## src/rtl/dwc_downconv_wr_cmd_split.sv

```systemverilog
// ---------------------------------------------------------------------------------------------
// dwc_downconv_wr_cmd_split
//
// Write-command splitter for the down-converting data-width converter. One pre-calculated
// master write command is accepted and then emitted as one or more slave bursts of at most
// max_length_pre beats. Each slave burst first gets one entry in the downstream command FIFO,
// which tells the write-data path how to slice the master beats. The matching slave address
// command follows.
//
// Ports
//   clk, rst            clock; asynchronous active-low reset
//   MASTER_AVALID/AREADY  master command handshake (AREADY high only while idle)
//   MASTER_AADDR_mux, MASTER_AID, MASTER_ABURST
//                       start address, ID and burst type of the master command
//   ASIZE_pre           slave transfer size (log2 bytes)
//   tot_len_pre         total number of slave beats, 1..4096
//   max_length_pre      maximum beats per slave burst, 1..256
//   sizeMax_pre         split count per master beat, minus one
//   sizeCnt_pre         split start index for the first master beat
//   SLAVE_AVALID/AREADY slave address handshake
//   SLAVE_AADDR, SLAVE_ALEN, SLAVE_ASIZE, SLAVE_ABURST, SLAVE_AID
//                       slave address payload, all registered
//   cmd_fifo_full       downstream command FIFO cannot take an entry
//   cmd_fifo_we         single-cycle FIFO write strobe
//   cmd_fifo_wdata      {last, slave_len[7:0], sizeCnt[5:0], sizeMax[5:0]}
// ---------------------------------------------------------------------------------------------

module dwc_downconv_wr_cmd_split #(
    parameter int unsigned ADDR_WIDTH = 32,
    parameter int unsigned ID_WIDTH   = 32
) (
    input  logic                  clk,
    input  logic                  rst,

    input  logic                  MASTER_AVALID,
    output logic                  MASTER_AREADY,
    input  logic [ADDR_WIDTH-1:0] MASTER_AADDR_mux,
    input  logic [ID_WIDTH-1:0]   MASTER_AID,
    input  logic [1:0]            MASTER_ABURST,
    input  logic [2:0]            ASIZE_pre,
    input  logic [12:0]           tot_len_pre,
    input  logic [8:0]            max_length_pre,
    input  logic [5:0]            sizeMax_pre,
    input  logic [5:0]            sizeCnt_pre,

    output logic                  SLAVE_AVALID,
    input  logic                  SLAVE_AREADY,
    output logic [ADDR_WIDTH-1:0] SLAVE_AADDR,
    output logic [7:0]            SLAVE_ALEN,
    output logic [2:0]            SLAVE_ASIZE,
    output logic [1:0]            SLAVE_ABURST,
    output logic [ID_WIDTH-1:0]   SLAVE_AID,

    input  logic                  cmd_fifo_full,
    output logic                  cmd_fifo_we,
    output logic [20:0]           cmd_fifo_wdata
);

    localparam logic [1:0] BurstIncr = 2'b01;

    typedef enum logic [1:0] {
        IDLE,
        PUSH,
        ADDR
    } state_t;

    state_t          state;
    logic [12:0]     remaining;     // slave beats not yet covered by an address handshake
    logic [8:0]      max_len;
    logic [5:0]      size_max;
    logic [5:0]      cur_size_cnt;  // only the first burst starts mid master beat
    logic [8:0]      burst_beats;   // beats in the burst currently being issued

    logic [8:0]            beats_now;
    logic [7:0]            alen_now;
    logic                  last_now;
    logic [12:0]           remaining_after;
    logic [ADDR_WIDTH-1:0] addr_step;

    // Master side is ready purely as a function of the state.
    assign MASTER_AREADY = (state == IDLE);

    // Burst size for the next push: min(remaining, max_len) on 13 bits.
    always_comb begin
        beats_now = max_len;
        if (remaining < {4'b0000, max_len}) begin
            beats_now = remaining[8:0];
        end
    end

    // A 256-beat burst wraps to ALEN 8'hFF through the 8-bit cast.
    assign alen_now        = 8'(beats_now - 9'd1);
    assign last_now        = (remaining == {4'b0000, beats_now});
    assign remaining_after = remaining - {4'b0000, burst_beats};
    assign addr_step       = ADDR_WIDTH'({4'b0000, burst_beats}) << SLAVE_ASIZE;

    always_ff @(posedge clk or negedge rst) begin
        if (!rst) begin
            state          <= IDLE;
            remaining      <= '0;
            max_len        <= '0;
            size_max       <= '0;
            cur_size_cnt   <= '0;
            burst_beats    <= '0;
            SLAVE_AVALID   <= 1'b0;
            SLAVE_AADDR    <= '0;
            SLAVE_ALEN     <= '0;
            SLAVE_ASIZE    <= '0;
            SLAVE_ABURST   <= '0;
            SLAVE_AID      <= '0;
            cmd_fifo_we    <= 1'b0;
            cmd_fifo_wdata <= '0;
        end else begin
            cmd_fifo_we <= 1'b0;

            unique case (state)
                IDLE: begin
                    if (MASTER_AVALID) begin
                        SLAVE_AADDR  <= MASTER_AADDR_mux;
                        SLAVE_AID    <= MASTER_AID;
                        SLAVE_ABURST <= MASTER_ABURST;
                        SLAVE_ASIZE  <= ASIZE_pre;
                        remaining    <= tot_len_pre;
                        max_len      <= max_length_pre;
                        size_max     <= sizeMax_pre;
                        cur_size_cnt <= sizeCnt_pre;
                        state        <= PUSH;
                    end
                end

                PUSH: begin
                    // The FIFO entry is written before the address goes out so the data path
                    // always knows how to slice the burst by the time it can be accepted.
                    if (!cmd_fifo_full) begin
                        cmd_fifo_we    <= 1'b1;
                        cmd_fifo_wdata <= {last_now, alen_now, cur_size_cnt, size_max};
                        SLAVE_ALEN     <= alen_now;
                        burst_beats    <= beats_now;
                        state          <= ADDR;
                    end
                end

                ADDR: begin
                    // First ADDR cycle carries the FIFO write; AVALID rises one cycle later
                    // and then holds until the slave takes it.
                    if (!SLAVE_AVALID) begin
                        SLAVE_AVALID <= 1'b1;
                    end else if (SLAVE_AREADY) begin
                        SLAVE_AVALID <= 1'b0;
                        remaining    <= remaining_after;
                        cur_size_cnt <= '0;
                        if (SLAVE_ABURST == BurstIncr) begin
                            SLAVE_AADDR <= SLAVE_AADDR + addr_step;
                        end
                        state <= (remaining_after == 13'd0) ? IDLE : PUSH;
                    end
                end

                default: begin
                    state <= IDLE;
                end
            endcase
        end
    end

endmodule

```

## config.mk

```make
export PLATFORM = sky130hd
export DESIGN_NAME = dwc_downconv_wr_cmd_split
export DESIGN_NICKNAME = d
export VERILOG_FILES = /design/src/rtl/dwc_downconv_wr_cmd_split.sv
export SDC_FILE = /design/constraint.sdc
export NUM_CORES = 1
export LEC_CHECK = 0
export CAP_MARGIN = 15
export CORE_MARGIN = 5
export CORE_UTILIZATION = 55
export CTS_CLUSTER_DIAMETER = 50
export CTS_CLUSTER_SIZE = 30
export DETAILED_ROUTE_END_ITERATION = 16
export DONT_BUFFER_PORTS = 1
export PLACE_DENSITY = 0.72
export SLEW_MARGIN = 20
export SYNTH_ARGS = -nofsm -noshare
export SYNTH_HDL_FRONTEND = slang
export SYNTH_SLANG_ARGS = --single-unit
```

## constraint.sdc

```tcl
create_clock -name clk -period 11.2 [get_ports clk]
set_clock_uncertainty 0.15 [all_clocks]
set_input_delay 2.8 -clock clk [delete_from_list [all_inputs] [get_ports clk]]
set_output_delay 2.8 -clock clk [all_outputs]
set_load 0.02 [all_outputs]
```

# Word level (Yosys, flattened, before mapping)
# Cells that the tools add are included.
# word_totals
ff_bits	145
in_bits	108
out_inout_bits	101
elab_cells	61
# op_classes
add_sub_neg	3
order_cmp	1
eq_ne	9
n_shift	1
n_mux	24
bitwise_logic	1
n_reduce_logical	8
# op_table
op	n
$mux W32	4
$pmux W32 S2	1
$mux W13	3
$add A32 B32 Y32	1
$shl A9 B3 Y32	1
$pmux W13 S2	1
$mux W6	3
$eq A13 B9 Y1	1
$logic_not A13 Y1	1
$lt A13 B9 Y1	1
$sub A13 B9 Y13	1
$pmux W6 S2	1
$ne A2 B2 Y1 const B	5
$mux W9	1
$mux W2	4
$reduce_and A4 Y1	2
$sub A8 B1 Y8 const B	1
$pmux W2 S3	1
$mux W1	5
$reduce_and A5 Y1	1
$eq A2 B1 Y1 const B	2
$reduce_and A2 Y1	2
$eq A2 B2 Y1 const B	1
$logic_not A2 Y1	1
other kinds (2)	2

# Longest topological paths before layout
# logic_depth
depth_word	6
depth_mapped	17
mapped_depth_nobuf	15

# Worst setup path after synthesis
# Ideal clock, no wire load.
# synth_path
path_type	input port to flip-flop
from	input SLAVE_AREADY
to	register SLAVE_ASIZE[2]
setup_time_ps	133
arrival_ps	3901
t_required_ps	10917
path_slack_ps	7015
stages	6
path_buffers	2
path_cell_list	nand3_1 a21o_1 nor2_1 clkbuf_1 clkbuf_1 o21ai_0
# synth_lines
element	line_no	source
from (decl)	47	input logic SLAVE_AREADY,
to (signal assigned)	122	SLAVE_ASIZE <= ASIZE_pre;
to (decl)	50	output logic [2:0] SLAVE_ASIZE,

# Final worst setup path
# layout_path
from	input SLAVE_AREADY
to	register SLAVE_AADDR[15]
# layout_between
elab_chain_cells	2
# layout_rtl
element	line_no	source
$ne A2 B2 Y1 (no line)	--	
$reduce_and A5 Y1 (no line)	--	
to (signal assigned)	119	SLAVE_AADDR <= MASTER_AADDR_mux;
to (signal assigned)	153	SLAVE_AADDR <= SLAVE_AADDR + addr_step;
to (decl)	48	output logic [ADDR_WIDTH-1:0] SLAVE_AADDR,
# Every way passes these cells.
# A chain may end at the register's enable or synchronous reset.

==> results summary <==
The run finished with clean final reports. The biggest area contributor in the post-synthesis netlist is dfrtp_1. Of all nets on the critical path, the largest fanout is 22.

Counting the buffers created by CTS gives 17. Of the post-synthesis cell area, the dominant cell type holds 0.423. The final critical path time including I/O delays and setup came out at 4.74 ns. The routed wirelength normalized by instance count is 18.9 um.

The length of the first detailed-routing pass in iterations came out at 5. For this run, the post-layout net count is 1082. The layout overhead on the synthesized area came out at 7.32%.

The tool flagged a number of max-cap violations equal to 0. The global-route usage over all layers came out at 0.244. The number of DRC markers in iteration 0 came out at 429. The number of clock sinks seen by CTS is 137. The clock-pin slew on the worst setup and hold paths is 0.06 ns. The number of slew-limit violations in the final report came out at 0. The fraction of final layout cells with drive strength greater than 1 is 0.0589. The routed design has 21400 um of wire. The number of DRC violations after detailed routing is 0. The total placed cells including tap cells is 1103. In this run the tightest slew margin relative to its limit is 0.276. The prevailing post-synth register cell is dfrtp_1. The final cycle utilization of the critical path is 0.424. For the pin with the worst max-slew slack, the measured transition is 1.08 ns.

Counting every net in the synthesized netlist gives 1115. Entering global routing, the biggest net connects 138 pins. The number of H-tree levels is 4. The global-route wire length before repair came out at 34400 um. The worst setup path is launched from a primary input. The post-detailed-route via-to-cell ratio is 5.85. The total power density per cell area is 377 mW/mm^2. The die is 131 um tall. The worst setup path is captured at a flip-flop. The number of global-route vias before repair was 6359. The fill cell instance count of the final layout came out at 1263.

In the post-synthesis netlist, the biggest area contributors are dfrtp_1, nand2_1, ha_1. Synthesis instantiated 66 different standard cells from the library. The arrival time at the worst endpoint came out at 4.90 ns. After synthesis the netlist holds a flip-flop and latch count of 137. The wire-length estimate of the detail-placed layout is 15100 um.

In this run the deepest clock path goes through 2 buffers. The data required time of the critical path came out at 11.35 ns. The floorplan has 44 rows.

After the flow finishes, the layout carries non-filler instances totaling 1135. A synthesized cell averages 8.34 sq um. The number of synthesized flops with an enable pin is 0. In this run, post-CTS hold repair placed 0 buffers. The placeable core area came out at 0.0145 sq mm. Ranked by instance count, the synthesized netlist is headed by nand2_1, dfrtp_1, nor2_1. The worst setup path is of the primary input to flip-flop kind. Clock tree synthesis selected as its root buffer the cell clkbuf_16. Setup repair after global routing left no endpoint under its margin.

The number of antenna violations at the first check in global routing came out at 1. The share of flip-flops with an asynchronous set or reset came out at 1.00. The initial utilization of the core area, before any placement, comes to 0.560. The clock network latency to the later pin of the worst-skew pair is 0.43 ns. The die width came out at 131 um. The sequential fraction of the synthesis area came out at 0.423.

VDD sags by at most 0.172 mV. Port buffering added 0 buffers. The total vias in the final route is 6640. The number of placed I/O pins came out at 209.

The static power due to leakage is 0.00405 uW. The area of the die came out at 0.0173 sq mm. The post-synthesis cell count came out at 971. In this run the cell area of the synthesized design comes to 0.00810 sq mm.

The final setup violation count is 0. The final sum of negative setup slack came out at 0 ns. The count of cells resized by post-cts repair is 0. 0 antenna diodes ended up in the layout. In the post-synthesis netlist, the cell with the most instances is nand2_1. The total of warnings raised by yosys came out at 0. The final count of hold timing violations came out at 0. For this run, the top clock speed supported by timing is 211 MHz. TritonCTS built the clock tree. After clock tree synthesis, the setup repair step added 0 buffers. The placer's final routability congestion estimate came out at 0.897. The detail route stage leaves a number of antenna-violating nets equal to 0. In this run the worst hold path is classified as flip-flop to flip-flop.

The total overflow reported by the global router came out at 0.
[metal layers]
| metal | routed length [um] | GRT usage |
|---|---|---|
| met1 | 9390 | 0.323 |
| met2 | 9810 | 0.379 |
| met3 | 1730 | 0.0833 |
| met4 | 477 | 0.0789 |
| met5 | 11 | 0 |
[final cells by class]
class | count | area (sq um) | share of cell area
Multi-Input combinational cell | 747 | 4320 | 0.497
Sequential cell | 137 | 3430 | 0.394
Clock buffer | 18 | 439 | 0.0505
Tap cell | 184 | 230 | 0.0265
Clock inverter | 14 | 123 | 0.0141
Inverter | 29 | 109 | 0.0125
Timing Repair Buffer | 6 | 45.0 | 0.00518
[where the power goes]
part | switching, uW | leakage, uW | internal [uW]
registers | 510 | 0.00167 | 725
clock network | 239 | 0.000283 | 298
logic | 877 | 0.00210 | 630
[cell usage in the layout, fill, tap and decap left out, drive strengths merged, types with 5 or more instances in the layout]
| cell type | instances |
|---|---|
| nand4 | 14 |
| or3 | 9 |
| a21o | 15 |
| a21oi | 50 |
| nor2 | 61 |
| a31oi | 13 |
| nor4 | 8 |
| nand2b | 10 |
| and3 | 9 |
| o211ai | 8 |
| nor3 | 23 |
| o22ai | 8 |
| buf | 6 |
| o21a | 7 |
| a211oi | 9 |
| a311oi | 7 |
| o21ai | 58 |
| nand3 | 24 |
| inv | 39 |
| xnor2 | 26 |
| xor2 | 11 |
| and2 | 5 |
| ha | 34 |
| nand2 | 261 |
| mux2i | 21 |
| a22o | 6 |
| dfrtp | 137 |
| clkbuf | 18 |
[sequential cells by signal, indices dropped and copies added (netlist names)]
| signal | count |
|---|---|
| size_max | 6 |
| state | 2 |
| SLAVE_ASIZE | 3 |
| remaining | 13 |
| burst_beats | 9 |
| cur_size_cnt | 6 |
| SLAVE_ALEN | 7 |
| cmd_fifo_we | 1 |
| cmd_fifo_wdata | 14 |
| max_len | 9 |
| SLAVE_AID | 32 |
| SLAVE_AADDR | 32 |
| SLAVE_ABURST | 2 |
| SLAVE_AVALID | 1 |
[worst paths after layout]
kind                                              from                       endpoint  slack (ns)  cells after the start
min in group asynchronous                          rst     SLAVE_AADDR[4]$_DFFE_PN0P_        1.92                      0
min                        cur_size_cnt[3]$_DFFE_PN0P_  cmd_fifo_wdata[9]$_DFFE_PN0P_        0.32                      2
min reg2reg                cur_size_cnt[3]$_DFFE_PN0P_  cmd_fifo_wdata[9]$_DFFE_PN0P_        0.32                      2
max in group asynchronous                          rst      SLAVE_AID[24]$_DFFE_PN0P_        8.71                      0
max                                       SLAVE_AREADY    SLAVE_AADDR[15]$_DFFE_PN0P_        6.46                      7
max reg2reg                 SLAVE_ASIZE[0]$_DFFE_PN0P_    SLAVE_AADDR[24]$_DFFE_PN0P_        7.06                     12
[logic make-up after synthesis]
logic type,share of synthesized area
and+or+nand+nor,0.237
AOI/OAI and AO/OA,0.167
DFF,0.423
buffers and inverters,0.0460
xor gates and xnor gates,0.0400
adders and majority gates,0.0575
muxes,0.0287
[worst max-delay path: stages]
cell and delay, ns:
nand3_1 0.08, a21o_1 0.68, nor2_4 0.07, nor2_1 0.85, a2111oi_0 0.13, a31oi_1 0.19, nand3_1 0.09
[per-stage QoR]
step / utilization / worst slack [ns] / hold WS [ns] / total power (uW) / instance area (sq um)
2_1_floorplan: - / 7.02 / 0.289 / 2400 / 8100
3_3_place_gp: 0.562 / 6.11 / 0.296 / 2710 / 8130
3_5_place_dp: 0.562 / 6.03 / 0.301 / 2740 / 8130
4_1_cts: 0.601 / 6.49 / 0.318 / 3290 / 8690
5_1_grt: 0.601 / 6.25 / 0.322 / 3540 / 8690
6_report: 0.601 / 6.46 / 0.315 / 3280 / 8690
Note: power is estimated with default switching activity, not from simulation.
